### src/rtl/kb_pkg.sv
// kb_pkg: shared scan-code constants and FSM encodings for the keyboard front end
package kb_pkg;
  localparam logic [7:0] BRK_CODE = 8'hF0;
  localparam logic [7:0] EXT_CODE = 8'hE0;
  localparam int FRAME_BITS = 11;
  typedef enum logic [1:0] {RX_IDLE, RX_DPS, RX_LOAD} rx_state_t;
  typedef enum logic {WAIT_BRK, GET_CODE} scan_state_t;
endpackage

### src/rtl/kb_scan_decoder_if.sv
// kb_scan_decoder_if: read-side handshake and status between the decoder and its consumers
interface kb_scan_decoder_if;
  logic       rd_key_code;
  logic [7:0] key_code;
  logic       kb_buf_empty;
  logic       kb_buf_full;
  logic       frame_err;
  logic       overflow;
  modport master(output rd_key_code, input key_code, kb_buf_empty, kb_buf_full, frame_err, overflow);
  modport slave(input rd_key_code, output key_code, kb_buf_empty, kb_buf_full, frame_err, overflow);
endinterface

### src/rtl/ps2_frame_rx.sv
// ps2_frame_rx: conditions raw PS/2 lines and deframes 11-bit frames into checked bytes
module ps2_frame_rx
  import kb_pkg::*;
#(
  parameter int FILTER_LEN  = 8,
  parameter int TIMEOUT_CYC = 200000
) (
  input  logic       clk,
  input  logic       reset,
  input  logic       ps2d,
  input  logic       ps2c,
  output logic       byte_tick,
  output logic [7:0] rx_byte,
  output logic       frame_err
);
  localparam int TW = $clog2(TIMEOUT_CYC);
  rx_state_t state, state_next;
  logic [1:0] d_sync;
  logic [FILTER_LEN-1:0] c_shift;
  logic c_filt, fall_tick, timeout, par_ok;
  logic [3:0] n;
  logic [FRAME_BITS-2:0] sr;
  logic [TW-1:0] t_cnt;
  assign fall_tick = c_filt && c_shift == '0;
  assign timeout = state == RX_DPS && !fall_tick && t_cnt == TW'(TIMEOUT_CYC - 1);
  assign par_ok = ^sr[8:0] && sr[9];
  always_ff @(posedge clk) state <= reset ? RX_IDLE : state_next;
  // sr collects start..stop LSB-first; the start bit is shifted out by the time the stop bit lands
  always_ff @(posedge clk) begin
    if (reset) begin
      d_sync <= 2'b11;
      c_shift <= '1;
      c_filt <= 1'b1;
      n <= '0;
      sr <= '0;
      t_cnt <= '0;
    end else begin
      d_sync <= {d_sync[0], ps2d};
      c_shift <= {c_shift[FILTER_LEN-2:0], ps2c};
      c_filt <= &c_shift ? 1'b1 : (c_shift == '0 ? 1'b0 : c_filt);
      t_cnt <= (state == RX_DPS && !fall_tick) ? t_cnt + 1'b1 : '0;
      if (fall_tick) begin
        sr <= {d_sync[1], sr[FRAME_BITS-2:1]};
        n <= state == RX_IDLE ? 4'(FRAME_BITS - 2) : n - 1'b1;
      end
    end
  end
  always_comb begin
    state_next = state == RX_IDLE ? (fall_tick && !d_sync[1] ? RX_DPS : RX_IDLE) :
                 state == RX_DPS  ? (timeout ? RX_IDLE : (fall_tick && n == '0 ? RX_LOAD : RX_DPS)) :
                 RX_IDLE;
  end
  always_comb begin
    byte_tick = state == RX_LOAD && par_ok;
    frame_err = (state == RX_LOAD && !par_ok) || timeout;
    rx_byte = sr[7:0];
  end
endmodule

### src/rtl/kb_scan_decoder.sv
// kb_scan_decoder: keeps key-release codes from PS/2 frames and queues them in a FWFT FIFO
module kb_scan_decoder
  import kb_pkg::*;
#(
  parameter int W_SIZE      = 2,
  parameter int FILTER_LEN  = 8,
  parameter int TIMEOUT_CYC = 200000
) (
  input logic clk,
  input logic reset,
  input logic ps2d,
  input logic ps2c,
  kb_scan_decoder_if.slave kb
);
  localparam int DEPTH = 2 ** W_SIZE;
  scan_state_t scan, scan_next;
  logic byte_tick, push, pop, wr_en;
  logic [7:0] rx_byte;
  logic [7:0] mem [DEPTH];
  logic [W_SIZE-1:0] wr_ptr, rd_ptr;
  logic [W_SIZE:0] count;
  ps2_frame_rx #(.FILTER_LEN(FILTER_LEN), .TIMEOUT_CYC(TIMEOUT_CYC)) u_rx (
    .clk(clk), .reset(reset), .ps2d(ps2d), .ps2c(ps2c),
    .byte_tick(byte_tick), .rx_byte(rx_byte), .frame_err(kb.frame_err)
  );
  always_ff @(posedge clk) scan <= reset ? WAIT_BRK : scan_next;
  // E0 inside a release (E0 F0 xx) keeps us waiting for the real code
  always_comb begin
    scan_next = !byte_tick ? scan :
                scan == WAIT_BRK ? (rx_byte == BRK_CODE ? GET_CODE : WAIT_BRK) :
                (rx_byte == EXT_CODE ? GET_CODE : WAIT_BRK);
  end
  always_comb push = byte_tick && scan == GET_CODE && rx_byte != EXT_CODE;
  assign pop = kb.rd_key_code && !kb.kb_buf_empty;
  assign wr_en = push && (!kb.kb_buf_full || pop);
  always_ff @(posedge clk) begin
    if (reset) begin
      mem <= '{default: '0};
      wr_ptr <= '0;
      rd_ptr <= '0;
      count <= '0;
      kb.overflow <= 1'b0;
    end else begin
      if (wr_en) mem[wr_ptr] <= rx_byte;
      if (wr_en) wr_ptr <= wr_ptr + 1'b1;
      if (pop) rd_ptr <= rd_ptr + 1'b1;
      count <= count + (W_SIZE + 1)'(wr_en) - (W_SIZE + 1)'(pop);
      if (push && !wr_en) kb.overflow <= 1'b1;
    end
  end
  assign kb.kb_buf_empty = count == '0;
  assign kb.kb_buf_full = count == (W_SIZE + 1)'(DEPTH);
  assign kb.key_code = mem[rd_ptr];
endmodule

### src/flat_wrapper.sv
// flat-port wrapper written by rule: the top's interface ports become plain ports
module kb_scan_decoder_flat import kb_pkg::*;
#(
  parameter int W_SIZE      = 2,
  parameter int FILTER_LEN  = 8,
  parameter int TIMEOUT_CYC = 200000
)
  (clk, reset, ps2d, ps2c, kb_rd_key_code, kb_key_code, kb_kb_buf_empty, kb_kb_buf_full, kb_frame_err, kb_overflow);
  kb_scan_decoder_if kb_i ();
  input logic clk;
  input logic reset;
  input logic ps2d;
  input logic ps2c;
  input wire logic [$bits(kb_i.rd_key_code)-1:0] kb_rd_key_code;
  output wire logic [$bits(kb_i.key_code)-1:0] kb_key_code;
  output wire logic [$bits(kb_i.kb_buf_empty)-1:0] kb_kb_buf_empty;
  output wire logic [$bits(kb_i.kb_buf_full)-1:0] kb_kb_buf_full;
  output wire logic [$bits(kb_i.frame_err)-1:0] kb_frame_err;
  output wire logic [$bits(kb_i.overflow)-1:0] kb_overflow;
  assign kb_i.rd_key_code = kb_rd_key_code;
  assign kb_key_code = kb_i.key_code;
  assign kb_kb_buf_empty = kb_i.kb_buf_empty;
  assign kb_kb_buf_full = kb_i.kb_buf_full;
  assign kb_frame_err = kb_i.frame_err;
  assign kb_overflow = kb_i.overflow;
  kb_scan_decoder #(.W_SIZE(W_SIZE), .FILTER_LEN(FILTER_LEN), .TIMEOUT_CYC(TIMEOUT_CYC)) u_core (.clk(clk), .reset(reset), .ps2d(ps2d), .ps2c(ps2c), .kb(kb_i));
endmodule
### config.mk
export PLATFORM = sky130hd
export DESIGN_NAME = kb_scan_decoder_flat
export DESIGN_NICKNAME = d
export VERILOG_FILES = /design/src/rtl/kb_pkg.sv /design/src/rtl/kb_scan_decoder_if.sv /design/src/rtl/ps2_frame_rx.sv /design/src/rtl/kb_scan_decoder.sv /design/src/flat_wrapper.sv
export SDC_FILE = /design/constraint.sdc
export NUM_CORES = 1
export LEC_CHECK = 0
export ABC_AREA = 1
export CAP_MARGIN = 15
export CORE_UTILIZATION = 40
export CTS_CLUSTER_DIAMETER = 80
export DETAILED_ROUTE_END_ITERATION = 6
export PLACE_DENSITY_LB_ADDON = 0.2
export SLEW_MARGIN = 20
export SYNTH_ARGS = -nofsm -noshare
export SYNTH_HDL_FRONTEND = slang
export SYNTH_SLANG_ARGS = --single-unit
### constraint.sdc
create_clock -name clk -period 5.1 [get_ports clk]
set_input_delay 1.275 -clock clk [delete_from_list [all_inputs] [get_ports clk]]
set_output_delay 1.275 -clock clk [all_outputs]
set_load 0.02 [all_outputs]
==> flow_summary.yaml, run 1 <==
run_status:
  outcome: "complete, no violations"
drt:
  route.detailed.drc: 0
  vias: 3540
  drt_pass1_iterations: 4
  ant_nets: 0
  wl_um: 8840
  wl_per_cell_um: 11.8
  drt-initial-drc-count: 151
  avgViaCountPerCell: 4.71
synthesis:
  synth_xor_area_share_pct: 0.994
  synth_seq_cells: 86
  synth.area.mux_share_pct: 0
  yosysTopAreaCell: "dfxtp_1"
  synth.area.top_cells: "dfxtp_1, inv_1, nand2_1"
  synth_area_per_cell_um2: 7.27
  yosysWarnings: 0
  synthArstFlopShare_pct: 0
  syn-num-nets: 624
  synthFlopType: "dfxtp_1"
  yosys.area_share.simple_pct: 32.0
  synth_area_um2: 4410
  ys_seq_area_share_pct: 39.1
  yosys.area.top_type_share_pct: 39.1
  synthAdderAreaFrac_pct: 3.86
  synth_top_family_by_area: "simple AND/OR/NAND/NOR gates"
  synth_compound_area_share_pct: 10.8
  synthCells: 606
  synth_edf_count: 0
  synthDistinctLibCells: 37
setup_path:
  crit_buf_inv: 2
  cp.arrival_ps: 2580
  max_stage_delay_ps: 630
  rr_worst_depth: 16
  cp-end-kind: "primary output"
  cp_common_cell: "a21oi_1"
  reg2reg_from: "u_core.u_rx.sr[3]"
  path_cells: "inv_1, o21ai_0, a21oi_1, a21oi_1, clkdlybuf4s50_1"
  path_class: "reg -> out"
  cp_top_family: "buffers and inverters"
  required_ps: 3830
  slowest_stage: "clkdlybuf4s50_1"
  r2r_end: "u_core.count[2]"
  crit_path_max_fanout: 24
  cp-start-kind: "register"
  rrSetupSlack_ps: 1900
floorplan:
  row_count: 37
  io-pin-count: 17
  die-area_um2: 11400
  die_h_um: 107
  core_area_um2: 10500
  fp.dieW_um: 107
  floorplan.initialDensity_pct: 41.9
power_and_ir_drop:
  pwr-share-clk_pct: 34.2
  pwr-share-comb_pct: 15.5
  swShare_pct: 29.6
  intPower_w: 0.000997
  power_frac_seq_pct: 50.3
  leakage_nw: 2.06
  vdd_drop_max_uv: 194
  p_sw_w: 0.000420
  p_per_area_nw_per_um2: 294
timing:
  layout_worst_path_cycle_share_pct: 75.6
  skew_ps: 6.53
  worstMarginPinSlew_ps: 656
  tns_ps: 0
  setup_viol: 0
  rsz0062_at_grt: "no"
  finalMaxSlewViolations: 0
  fmaxAchievable_mhz: 259
  post-route-min-period_ps: 3850
  timing.slew.headroom_pct: 56.2
  report.final.hold_viol_count: 0
  hold_ws_ps: 426
placement:
  port_buffers: 16
  hpwl_um: 6060
  gp_congestion: 0.831
clock_network:
  cts_sinks: 86
  cts_made_buffers: 9
  root_buffer: "clkbuf_8"
  clock_path_buffers: 2
  clock_latency_ps: 360
  hold_buffers: 0
  cts_resized: 0
  post_cts_buffers: 0
  cts_tree: "yes"
  htree_num_levels: 3
  cts.clk_slew.worst_paths_ps: 90
finish:
  syn_to_final_growth_pct: 9.32
  final_cell_mix: "inv_1, nand2_1, dfxtp_1"
  final_nets: 629
  diodes: 0
  final_common_cell: "inv_1"
  multi_input_area_um2: 2100
  num-fill-cells: 1069
  drive_gt1_share_pct: 9.74
  seq_area_um2: 1720
global_route:
  antenna_found_initial: 0
  grt_pass1_wl_um: 15400
  grt_use_total_pct: 17.1
  grt-ovfl-total: 0
  grt_start_max_net_pins: 55
  grt_pass1_vias: 3262
run:
  max_cap_viol_count: 0
hold_path:
  min_path_cells: 1
  hp-class: "reg -> reg"
  min-delay-start: "u_core.u_rx.d_sync[0]"
  min_to: "u_core.u_rx.d_sync[1]"
==> synth_stat cells (2+ instances only) <==
cell	n
xnor2_1	2
or2_0	2
nand4_1	43
dfxtp_1	86
xor2_1	3
a21oi_2	3
inv_2	4
nand3_1	6
buf_2	8
nor2_2	4
nor3_4	3
nor3_1	11
buf_1	4
o21ai_0	31
nor2_1	58
a211oi_1	2
nor3b_1	2
nand3_2	5
o21a_1	2
inv_1	118
clkbuf_1	8
nor2_8	2
a21oi_1	48
nand2_2	9
ha_1	12
nand2_1	109
buf_6	4
nand4_4	5
or2_2	4
==> flip-flops by register name, indices dropped and copies added (netlist names) <==
signal / count
u_core.u_rx.sr: 10
u_core.count: 3
u_core.u_rx.c_filt: 1
u_core.u_rx.t_cnt: 18
u_core.u_rx.c_shift: 8
u_core.u_rx.n: 4
u_core.wr_ptr: 2
u_core.u_rx.state: 2
u_core.mem: 32
u_core.kb.overflow: 1
u_core.rd_ptr: 2
u_core.scan: 1
u_core.u_rx.d_sync: 2
==> per-layer routing <==
metal / up-vias / share of wire (%) / GRT usage, %
met3: 12 / 3.4 / 3.71
met5: - / 0 / 0
met4: 0 / 1.5 / 6.65
li1: 1929 / - / -
met2: 51 / 44 / 27.5
met1: 1548 / 51 / 22.2
==> metrics by stage <==
stage / total power [W] / setup WS (ps) / util, % / cells / instance area [µm²]
3_5_place_dp: 0.000951 / 1410 / 44.0 / 736 / 4620
6_report: 0.00142 / 1250 / 45.8 / 752 / 4820
2_1_floorplan: 0.000882 / 2200 / - / 606 / 4410
5_1_grt: 0.00150 / 1040 / 45.8 / 752 / 4820
3_3_place_gp: 0.000943 / 1450 / 44.0 / 736 / 4620
4_1_cts: 0.00144 / 1200 / 45.8 / 752 / 4820
==> layout make-up <==
cell class                      instances  share of cell area (%)
Inverter                              122                    9.51
Timing Repair Buffer                   18                    3.64
Clock buffer                            9                    2.57
Clock inverter                          7                    1.48
Tap cell                              136                    3.53
Sequential cell                        86                    35.7
Multi-Input combinational cell        374                    43.5
==> cells by family after synthesis <==
logic type	Yosys count
AOI/OAI and AO/OA	89
xor gates and xnor gates	5
adders and majority gates	13
buffers and inverters	146
DFF	86
and+or+nand+nor	267
==> worst register-to-register path, cell delays in order, from the launching register on <==
cell and delay, ps:
dfxtp_1 320, inv_1 200, ha_1 290, xor2_1 270, inv_2 80, nand2_4 90, nand4_4 120, nor2_8 380
nand2_1 160, ha_1 320, inv_1 50, ha_1 140, inv_1 50, fa_1 370, inv_1 70, o21ai_0 80
a21oi_1 140
==> worst max-delay path by stage <==
| stage | startpoint | to | cells after the start |
|---|---|---|---|
| 6_report | u_core.rd_ptr[0] | kb_key_code[2] | 5 |
| 5_1_grt | u_core.rd_ptr[0] | kb_key_code[5] | 5 |
| 4_1_cts | u_core.rd_ptr[0] | kb_key_code[2] | 5 |
| 3_5_place_dp | kb_rd_key_code | u_core.count[2] | 13 |
| 3_3_place_gp | kb_rd_key_code | u_core.count[2] | 13 |
| 2_1_floorplan | kb_rd_key_code | u_core.count[2] | 12 |
==> power by group through the flow <==
stage	clock, W	sequential, W	combinational [W]
CTS	0.000506	0.000714	0.000222
floorplan	0	0.000718	0.000164
detailed placement	0	0.000729	0.000221
global route	0.000534	0.000717	0.000250
finish	0.000485	0.000713	0.000220
global placement	0	0.000728	0.000215
(Power assumes the default switching activity.)
==> inputs of run 2 (changes only) <==
clock period = 4 ns   (was 5.1 ns; I/O delays follow)
==> run 2 against run 1 <==
Effect of this change: via count is 2.4% higher; global-route usage is 0.46 points higher; flip-flop and latch count stayed put; first-iteration DRC count is 2.0% higher; critical path type unchanged; power is 32% higher; largest power group unchanged; final cell count is 0.27% higher; count of clock-buffer cells in the layout is 4 higher.
==> flow_summary.yaml, run 2 (synthesis gave the netlist of run 1 again) <==
finish:
  finalCoreUtilization_pct: 46.2
  final_nets: 631
  top_regs: "u_core.mem: 32 flops, u_core.u_rx.t_cnt: 18 flops, u_core.u_rx.sr: 10 flops"
  final_cell_mix: "inv_1, nand2_1, dfxtp_1"
  drive_gt1_share_pct: 9.55
  largest_register_ffs: 32
  final_common_cell: "inv_1"
  diodes: 0
  final_cells: 754
  regMostFlops: "u_core.mem"
  syn_to_final_growth_pct: 10.1
clock_network:
  root_buffer: "clkbuf_8"
  clock_path_buffers: 2
  hold_buffers: 0
  post_cts_buffers: 0
  cts_tree: "yes"
  htree_num_levels: 3
  cts_made_buffers: 9
  cts_sinks: 86
  cts.clk_slew.worst_paths_ps: 80
  clock_latency_ps: 370
  cts_resized: 0
timing:
  skew_ps: 7.25
  timing.slew.headroom_pct: 52.6
  fmaxAchievable_mhz: 284
  report.final.hold_viol_count: 0
  rsz0062_at_grt: "no"
  post-route-min-period_ps: 3520
  layout_worst_path_cycle_share_pct: 87.9
  setup_viol: 0
  tns_ps: 0
  worstMarginPinSlew_ps: 710
  finalMaxSlewViolations: 0
  fin_ws_ps: 483
global_route:
  grt_pass1_wl_um: 15900
  grt_pass1_vias: 3441
  grt_use_total_pct: 17.5
  grt_start_max_net_pins: 55
  antenna_found_initial: 0
  grt-ovfl-total: 0
drt:
  ant_nets: 0
  avgViaCountPerCell: 4.81
  route.detailed.drc: 0
  wl_um: 8950
  wl_per_cell_um: 11.9
  drt-initial-drc-count: 154
  drt_pass1_iterations: 4
  vias: 3625
floorplan:
  row_count: 37
  die-area_um2: 11400
  core_area_um2: 10500
  floorplan.initialDensity_pct: 41.9
  fp.dieW_um: 107
  io-pin-count: 17
  die_h_um: 107
power_and_ir_drop:
  p_total_w: 0.00187
  leakage_nw: 2.07
  p_per_area_nw_per_um2: 386
  vdd_drop_max_uv: 250
run_status:
  outcome: "complete, no violations"
setup_path:
  cp-end-kind: "primary output"
  required_ps: 3000
  cp_common_cell: "nand2_1"
  rr_worst_depth: 16
  path_class: "reg -> out"
  cp-start-kind: "register"
  cp.arrival_ps: 2520
  path_cells: "inv_1, ha_1, xor2_1, nand3_2, nand3_4, nand2_1, nand2_1, clkdlybuf4s50_1"
  crit_path_max_fanout: 6
  slowest_stage: "clkdlybuf4s50_1"
  max_stage_delay_ps: 610
placement:
  gp_congestion: 0.824
  pre_cts_ws_ps: 833
  port_buffers: 16
  hpwl_um: 6230
  place_inst: 738
hold_path:
  hp-class: "reg -> reg"
  min_path_cells: 1
run:
  max_cap_viol_count: 0
==> run 2: path summary, 6_finish.rpt <==
kind | start | to | slack (ps)
worst max-delay path | u_core.u_rx.sr[3] | kb_frame_err | 480
worst min-delay path | u_core.u_rx.d_sync[0] | u_core.u_rx.d_sync[1] | 420
worst max register to register | u_core.u_rx.sr[3] | u_core.count[2] | 800
worst min register to register | u_core.u_rx.d_sync[0] | u_core.u_rx.d_sync[1] | 420
==> run 2: per-layer routing <==
| layer | wire, µm | track usage, % | up-vias |
|---|---|---|---|
| met5 | 0 | 0 | - |
| met4 | 139 | 6.65 | 0 |
| met3 | 426 | 4.44 | 11 |
| met2 | 3900 | 27.3 | 68 |
| met1 | 4480 | 23.2 | 1615 |
| li1 | - | - | 1931 |
==> run 2: critical path, delay by kind of cell (launching register included) <==
family	cells	cell delay, ps
adder cells (fa/ha/maj)	1	310
XOR/XNOR	1	290
buffers and inverters	2	720
AND/OR/NAND/NOR	4	480
flip-flops	1	340
==> run 2: stage by stage <==
stage / cell area, µm² / hold slack, ps
2_1_floorplan: 4410 / 389
3_3_place_gp: 4640 / 391
3_5_place_dp: 4640 / 403
4_1_cts: 4850 / 426
5_1_grt: 4850 / 449
6_report: 4850 / 422
==> run 2: final cells by class <==
class	instances	area, µm²
Inverter	122	458
Sequential cell	86	1720
Clock inverter	3	67.6
Tap cell	136	170
Multi-Input combinational cell	374	2100
Fill cell	1064	5660
Clock buffer	13	149
Timing Repair Buffer	20	190
==> run 2: power breakdown <==
group | internal, W | switching (W) | total, W
combinational | 0.000107 | 0.000188 | 0.000295
sequential | 0.000877 | 0.0000219 | 0.000899
clock | 0.000370 | 0.000307 | 0.000677
